### src/rtl/rx_sequencer.sv
// -----------------------------------------------------------------------------
// rx_sequencer
//
// UART receive sequencer. Synchronizes the raw serial line, aligns bit sampling
// to the oversampling tick from the baud unit, emits a mid-bit shift strobe,
// assembles each frame into a byte, checks framing (and optionally parity) and
// hands the byte to the consumer through a one-entry holding register.
//
// Optional feature macro: RX_SEQUENCER_PARITY_EN
//   defined   -> frame is start + WIDTH data + even parity + stop, and the
//                parity_err port exists.
//   undefined -> frame is start + WIDTH data + stop, no parity_err port.
//
// Parameters
//   WIDTH       data bits per frame, LSB first (at least 2)
//   OVERSAMPLE  sample_tick pulses per bit period (even, at least 4)
//
// Ports
//   clk           system clock, rising edge
//   reset         asynchronous active-low reset
//   rxd           raw serial line, idles high, asynchronous to clk
//   sample_tick   one-cycle pulse at OVERSAMPLE x baud
//   baud_restart  one-cycle pulse resyncing the baud unit on a start edge
//   bit_strobe    one-cycle pulse after each data-bit mid-sample
//   busy          high whenever the sequencer is not idle
//   rx_data       held byte, stable while rx_valid is high
//   rx_valid      held byte available
//   rx_ready      consumer accepts the held byte
//   frame_err     one-cycle pulse: stop bit sampled low
//   overrun       one-cycle pulse: completed byte dropped, holder full
//   parity_err    one-cycle pulse: parity mismatch (parity build only)
//   state_dbg     current FSM state encoding, for observation
//
// Handshake: a transfer happens on every rising clk edge where
// rx_valid & rx_ready are both high. rx_valid never drops without a transfer,
// and rx_data does not change while rx_valid is high unless that same edge is
// a transfer that also loads a newly completed byte.
// -----------------------------------------------------------------------------
module rx_sequencer #(
  parameter int WIDTH      = 8,
  parameter int OVERSAMPLE = 16
) (
  input  logic             clk,
  input  logic             reset,
  input  logic             rxd,
  input  logic             sample_tick,
  output logic             baud_restart,
  output logic             bit_strobe,
  output logic             busy,
  output logic [WIDTH-1:0] rx_data,
  output logic             rx_valid,
  input  logic             rx_ready,
  output logic             frame_err,
  output logic             overrun,
`ifdef RX_SEQUENCER_PARITY_EN
  output logic             parity_err,
`endif
  output logic [2:0]       state_dbg
);

  localparam int CW = $clog2(OVERSAMPLE);
  localparam int BW = (WIDTH > 1) ? $clog2(WIDTH) : 1;

  typedef enum logic [2:0] {
    S_IDLE   = 3'd0,
    S_START  = 3'd1,
    S_DATA   = 3'd2,
    S_PARITY = 3'd3,
    S_STOP   = 3'd4
  } state_t;

  state_t state;
  state_t state_n;

  // Synchronizer and edge history; all reset high so a released reset with an
  // idle line never looks like a start edge.
  logic sync_q;
  logic rxs;
  logic rxs_prev;

  logic [CW-1:0]    tick_cnt;
  logic [BW-1:0]    bit_cnt;
  logic [WIDTH-1:0] shift_q;

  logic fall_edge;
  logic tick_last;
  logic tick_half;
  logic bit_last;
  logic tick_wrap;

  logic restart_n;
  logic strobe_n;
  logic ferr_n;
  logic data_sample;
  logic stop_sample;
  logic complete;
  logic load;
  logic ovr_n;
  logic par_ok;

`ifdef RX_SEQUENCER_PARITY_EN
  logic par_q;
  logic par_sample;
  logic perr_n;
`endif

  assign fall_edge = rxs_prev & ~rxs;
  assign tick_last = (tick_cnt == CW'(OVERSAMPLE - 1));
  assign tick_half = (tick_cnt == CW'(OVERSAMPLE / 2 - 1));
  assign bit_last  = (bit_cnt == BW'(WIDTH - 1));
  // START only waits half a bit to land on the middle of the start bit;
  // every later state waits a full bit from there.
  assign tick_wrap = tick_last | ((state == S_START) & tick_half);

  assign busy      = (state != S_IDLE);
  assign state_dbg = state;

`ifdef RX_SEQUENCER_PARITY_EN
  // Even parity: data bits plus parity bit must XOR to zero.
  assign par_ok = ~^{shift_q, par_q};
`else
  assign par_ok = 1'b1;
`endif

  // A completed byte is taken if the holder is empty or is being emptied on
  // this same edge; otherwise the new byte is the one that gets dropped.
  assign load  = complete & (~rx_valid | rx_ready);
  assign ovr_n = complete & rx_valid & ~rx_ready;

  // ---------------------------------------------------------------------------
  // Input synchronizer
  // ---------------------------------------------------------------------------
  always_ff @(posedge clk or negedge reset) begin
    if (!reset) begin
      sync_q   <= 1'b1;
      rxs      <= 1'b1;
      rxs_prev <= 1'b1;
    end else begin
      sync_q   <= rxd;
      rxs      <= sync_q;
      rxs_prev <= rxs;
    end
  end

  // ---------------------------------------------------------------------------
  // FSM: state register
  // ---------------------------------------------------------------------------
  always_ff @(posedge clk or negedge reset) begin
    if (!reset) begin
      state <= S_IDLE;
    end else begin
      state <= state_n;
    end
  end

  // ---------------------------------------------------------------------------
  // FSM: next-state logic
  // ---------------------------------------------------------------------------
  always_comb begin
    state_n = state;
    case (state)
      S_IDLE: begin
        if (fall_edge) state_n = S_START;
      end
      S_START: begin
        // Line back high at mid start bit is a glitch, not a frame.
        if (sample_tick && tick_half) state_n = rxs ? S_IDLE : S_DATA;
      end
      S_DATA: begin
        if (sample_tick && tick_last && bit_last) begin
`ifdef RX_SEQUENCER_PARITY_EN
          state_n = S_PARITY;
`else
          state_n = S_STOP;
`endif
        end
      end
`ifdef RX_SEQUENCER_PARITY_EN
      S_PARITY: begin
        if (sample_tick && tick_last) state_n = S_STOP;
      end
`endif
      S_STOP: begin
        if (sample_tick && tick_last) state_n = S_IDLE;
      end
      default: state_n = S_IDLE;
    endcase
  end

  // ---------------------------------------------------------------------------
  // FSM: output decode (registered one cycle later in the datapath block)
  // ---------------------------------------------------------------------------
  always_comb begin
    restart_n   = 1'b0;
    data_sample = 1'b0;
    stop_sample = 1'b0;
    ferr_n      = 1'b0;
    complete    = 1'b0;
`ifdef RX_SEQUENCER_PARITY_EN
    par_sample  = 1'b0;
    perr_n      = 1'b0;
`endif
    case (state)
      S_IDLE:   restart_n   = fall_edge;
      S_DATA:   data_sample = sample_tick & tick_last;
`ifdef RX_SEQUENCER_PARITY_EN
      S_PARITY: par_sample  = sample_tick & tick_last;
`endif
      S_STOP:   stop_sample = sample_tick & tick_last;
      default: ;
    endcase
    strobe_n = data_sample;
    if (stop_sample) begin
      if (!rxs) begin
        ferr_n = 1'b1;
      end else if (!par_ok) begin
`ifdef RX_SEQUENCER_PARITY_EN
        perr_n = 1'b1;
`endif
      end else begin
        complete = 1'b1;
      end
    end
  end

  // ---------------------------------------------------------------------------
  // Datapath: counters, shift register, holding register, output pulses
  // ---------------------------------------------------------------------------
  always_ff @(posedge clk or negedge reset) begin
    if (!reset) begin
      tick_cnt     <= '0;
      bit_cnt      <= '0;
      shift_q      <= '0;
      rx_data      <= '0;
      rx_valid     <= 1'b0;
      baud_restart <= 1'b0;
      bit_strobe   <= 1'b0;
      frame_err    <= 1'b0;
      overrun      <= 1'b0;
    end else begin
      baud_restart <= restart_n;
      bit_strobe   <= strobe_n;
      frame_err    <= ferr_n;
      overrun      <= ovr_n;

      // Held at zero while idle, so the counter starts from 0 at the start
      // edge and ticks arriving while idle have no effect.
      if (state == S_IDLE) begin
        tick_cnt <= '0;
      end else if (sample_tick) begin
        tick_cnt <= tick_wrap ? '0 : tick_cnt + 1'b1;
      end

      if (state == S_START) begin
        bit_cnt <= '0;
      end else if (data_sample) begin
        bit_cnt <= bit_last ? '0 : bit_cnt + 1'b1;
      end

      // LSB arrives first, so after WIDTH shifts it sits in bit 0.
      if (data_sample) begin
        shift_q <= {rxs, shift_q[WIDTH-1:1]};
      end

      if (load) begin
        rx_data <= shift_q;
      end

      if (load) begin
        rx_valid <= 1'b1;
      end else if (rx_valid && rx_ready) begin
        rx_valid <= 1'b0;
      end
    end
  end

`ifdef RX_SEQUENCER_PARITY_EN
  always_ff @(posedge clk or negedge reset) begin
    if (!reset) begin
      par_q      <= 1'b0;
      parity_err <= 1'b0;
    end else begin
      parity_err <= perr_n;
      if (par_sample) begin
        par_q <= rxs;
      end
    end
  end
`endif

endmodule

### config.mk
export PLATFORM = sky130hd
export DESIGN_NAME = rx_sequencer
export DESIGN_NICKNAME = d
export VERILOG_FILES = /design/src/rtl/rx_sequencer.sv
export SDC_FILE = /design/constraint.sdc
export NUM_CORES = 1
export LEC_CHECK = 0
export ABC_AREA = 1
export ABC_CLOCK_PERIOD_IN_PS = 3420
export BUFFER_PORTS_ARGS = -buffer_cell sky130_fd_sc_hd__buf_2
export CORE_MARGIN = 2
export CORE_UTILIZATION = 41
export DETAILED_ROUTE_END_ITERATION = 12
export PLACE_DENSITY = 0.65
export SLEW_MARGIN = 10
export SYNTH_ARGS = -nofsm -noshare
export SYNTH_HDL_FRONTEND = slang
export SYNTH_SLANG_ARGS = --single-unit
### constraint.sdc
create_clock -name clk -period 3.42 [get_ports clk]
set_input_delay 0.513 -clock clk [delete_from_list [all_inputs] [get_ports clk]]
set_output_delay 0.513 -clock clk [all_outputs]
set_load 0.05 [all_outputs]
# Word-level counts from Yosys, hierarchy flattened

Cells that the tools add are included.

Output and inout bits: 17
Register bits after elaboration: 34
Latch bits: 0
Memory bits (read-only): 0
Memories kept: 0
Word-level logic and storage cells: 67
Memory bits (writable): 0

$add $sub $neg: 2
Bitwise gates (word level): 11
Reduce and logical (&&, ||, !) cells: 10
Multipliers: 0
Magnitude comparators: 0
Shift operators: 0
Div/mod/pow operators: 0
Muxes and demuxes: 21
Equal/unequal tests: 10

Operators by type and width:

| cell                | number |
|---|---|
| $mux 3              | 7 |
| $mux 4              | 3 |
| $pmux 3 s4          | 1 |
| $mux 1              | 9 |
| $ne 2x2->1 const B  | 4 |
| $and 1x1->1         | 6 |
| $eq 3x3->1 const B  | 2 |
| $reduce_bool 2->1   | 3 |
| $add 4x1->4 const B | 1 |
| $eq 4x3->1 const B  | 1 |
| $eq 4x4->1 const B  | 1 |
| $logic_and 1x1->1   | 4 |
| $reduce_and 4->1    | 1 |
| $add 3x1->3 const B | 1 |
| $eq 3x1->1 const B  | 1 |
| $eq 3x2->1 const B  | 1 |
| $logic_not 3->1     | 1 |
| $not 1->1           | 3 |
| $reduce_bool 3->1   | 1 |
| $mux 2              | 1 |
| $or 1x1->1          | 2 |

# Depth between registers and ports, before layout

Depth in word-level cells: 6
Gate-level depth with buffers: 8

# Worst setup path after synthesis

No wires, ideal clock.

Path type: register to output
Start: register state[1], in the netlist state_dbg[1]
End: output port busy
Arrival time: 1.224 ns
Stages on the path, launching flop included: 5
Slack: 1.683 ns
Path through: dfrtp_1 -> inv_1 -> nand2_2 -> nor2_1 -> inv_2

Longest elaborated chain between the ends: 1

RTL lines:

| item                     | line | text |
|---|---|---|
| start: declaration       | 72   | `state_t state;` |
| start signal: assignment | 152  | `state <= state_n;` |
| $reduce_bool 3->1        | 115  | `assign busy = (state != S_IDLE);` |
| end: declaration         | 49   | `output logic busy,` |

No other way between the ends.

# Worst setup path after layout

Same ends and word-level chain as after synthesis.

==> results.md <==
* Status: finished, final reports clean
* Post-synth top flop: dfrtp_1
* Final std cells w/o fill at 219
* Max Clock Skew at 0.0109 ns
* GR Overflow Total at 0
* PortBufs at 21
* Post-synthesis sequential area ratio at 0.588
* Clock power frac at 0.232
* DRC violations left at 0
* Largest net degree at the start of global routing at 35
* Post-cts resize count at 0
* Top cells by area, synth: dfrtp_1 53%, nand2_1 9.6%, dfstp_2 5.4%
* First-pass GRT wire length at 4580 um
* Final Hold Fails at 0
* Post-CTS setup buffer count at 0
* Initial Util at 0.432
* Worst min path class: in2async
* Die area at 4040 um^2
* Setup crit end kind: primary output
* Post-Syn Nets at 155
* Crit path max fanout at 5
* Finished Cell Area at 1650 um^2
* Post-synth ARST share at 1.00
* TritonRoute pass-1 iters at 4
* Net Sw Power at 380 uW
* TritonCTS Buffers at 5
* Post-synth top area cell: dfrtp_1
* Post-Syn Area per Cell at 9.89 um^2
* Top Ports at 22
* Ys Warns at 0
* Least-Margin Pin Slew at 0.725 ns
* Slew headroom at 0.517
* Total Power at 982 uW
* Buffers and inverters on the worst path at 3
* Wire per inst at 11.4 um
* Dpl cells at 211
* Dpl hpwl at 1800 um
* Final setup vio count at 0
* Top-area cell type share of the netlist area at 0.534
* CP max-delay cell: dfrtp_1
* Logic pwr share at 0.293
* Sw Ratio at 0.387
* Max frequency at 495 MHz
* Longest Clk Path Bufs at 2
* Top cell family by delay on the critical path: buffers and inverters
* Global placement routability congestion at 0.835
* Tmin final at 2.02 ns
* Gr usage total at 0.147
* Via/cell ratio at 4.75
* Gate Count Post-Synth at 147
* Rows at 21
* WP data arrival at 1.51 ns
* Diode count at 0
* Pwr dens at 596 nW/um^2
* Max_cap viols at 0
* Leak at 0.853 nW
* Most frequent cell after synthesis: nand2_1
* Final net count at 180
* Vias post-DR at 1041
* Critical path launch point type: flop
* Period utilization at 0.591
* Max IR drop VDD at 0.460 mV
* Hold buffer count at CTS at 0
* Clock sinks at 34
* Share of cells above drive strength 1 at 0.289
* Initial DRC count at 32
* Crit-path cells: inv_1 -> nand2_2 -> nor2_1 -> inv_2 -> buf_2
* Post-synth top cells: 37 x nand2_1, 31 x dfrtp_1, 16 x inv_1, 9 x o21ai_2
* Vias in the first global route at 1094
* Die Height at 63.6 um
* Htree depth at 2
* P_int at 602 uW
* Seq pwr share at 0.474
* Post-synthesis register bit count at 34
* Final Max Tran Viols at 0
* Unrepaired setup endpoints after global routing: false
* Initial antenna violation count at 0
* Distinct cells, synth at 23
* CTS clock-pin slew for the worst setup and hold paths at 0.10 ns
* Die X at 63.6 um
* CTS tree: yes
* Clk_lat worst skew at 0.33 ns
* Drt total wl at 2500 um
* Syn-to-layout area delta at 13.3%
* Crit path kind: reg2out
* Slowest stage delay, CP at 0.41 ns
* Setup_tns at 0 ns
* Clk Tree Root Cell: clkbuf_4
* Fin Hold WS at 0.223 ns
* Post-synth EDFFs at 0
* Core area at 3360 um^2
* Post-Synthesis Cell Area at 1450 um^2
* Post-route antenna net violation count at 0
* Req. time, crit path at 2.91 ns
* Dpl cell area at 1590 um^2
==> worst register-to-register path, cell delays in order, from the launching register on <==
cell and delay [ns]:
dfrtp_1 0.41, ha_1 0.24, nand4_1 0.14, inv_2 0.07
nand2_1 0.43, clkinv_2 0.17, nand2_1 0.11, o21ai_2 0.05
==> per-stage QoR <==
stage | util | worst slack [ns]
global placement | 0.472 | 1.78
global route | 0.490 | 1.29
CTS | 0.490 | 1.38
floorplan | - | 1.68
detailed placement | 0.472 | 1.72
finish | 0.490 | 1.40
==> layout make-up <==
type                       instances  area, um^2
clock buffer                       8        58.8
inverter                          21        80.1
timing repair buffer              21         105
fill                             342        1720
multi-input combinational         89         492
sequential                        34         855
tap                               46        57.6
==> path summary, 6_finish.rpt <==
kind,start,to,slack (ns),cells past startpoint
setup / recovery,state_dbg[1]$_DFFE_PN0P_,busy,1.40,5
hold / removal,reset,rx_data[5]$_DFFE_PN0P_,0.22,1
setup reg to reg,tick_cnt[0]$_DFFE_PN0P_,bit_cnt[0]$_DFFE_PN0P_,1.70,7
hold reg to reg,sync_q$_DFF_PN1_,rxs$_DFF_PN1_,0.36,0
max in group asynchronous,reset,tick_cnt[1]$_DFFE_PN0P_,2.72,1
min in group clk,rxd,sync_q$_DFF_PN1_,0.28,1
==> routing by layer <==
metal / routed length (um) / GRT usage / vias to the layer above
met2: 1200 / 0.251 / 22
li1: - / - / 518
met3: 121 / 0.0518 / 7
met4: 57 / 0.0761 / 0
met1: 1120 / 0.161 / 494
met5: 0 / 0 / -
==> registers in the layout, summed over array words and instances, names as in the netlist <==
register	cells
baud_restart	1
bit_cnt	3
bit_strobe	1
frame_err	1
overrun	1
rx_data	8
rx_valid	1
rxs	1
rxs_prev	1
shift_q	8
state_dbg	3
sync_q	1
tick_cnt	4
==> layout by cell type (no fill, tap or decap) <==
cell type / netlist / final
ha_1: 3 / 3
nand3_1: 8 / 8
xor2_1: 1 / 1
inv_2: 4 / 4
buf_2: 1 / 21
inv_1: 16 / 16
nor2_4: 1 / 1
clkbuf_1: 0 / 2
nand4_4: 1 / 1
clkinv_2: 1 / 1
nand2_2: 2 / 2
o21ai_2: 9 / 9
nand4_1: 3 / 3
clkbuf_8: 0 / 1
o21ai_0: 8 / 8
dfstp_2: 3 / 3
o21ai_1: 3 / 3
nor2_1: 7 / 7
dfrtp_1: 31 / 31
nand2_1: 37 / 37
a21oi_1: 1 / 1
nor3_1: 2 / 2
nor3_2: 2 / 2
o21bai_1: 1 / 1
clkbuf_4: 0 / 5
==> power groups by stage <==
stage                     Combinational [mW]  Clock (mW)  Sequential (mW)
after floorplan                        0.164           0            0.527
after global placement                 0.287           0            0.470
after detailed placement               0.290           0            0.473
after CTS                              0.292       0.241            0.465
after global routing                   0.321       0.259            0.473
final                                  0.288       0.228            0.466
==> logic make-up (layout without fill, tap and decap cells) <==
logic type,after synthesis,count (layout),share of synthesized area
compound gates,22,22,0.101
xor+xnor,1,1,0.00603
fa+ha+maj,3,3,0.0258
buf+inv,24,50,0.0740
flops,34,34,0.588
simple gates,63,63,0.206
(Power assumes the default switching activity.)
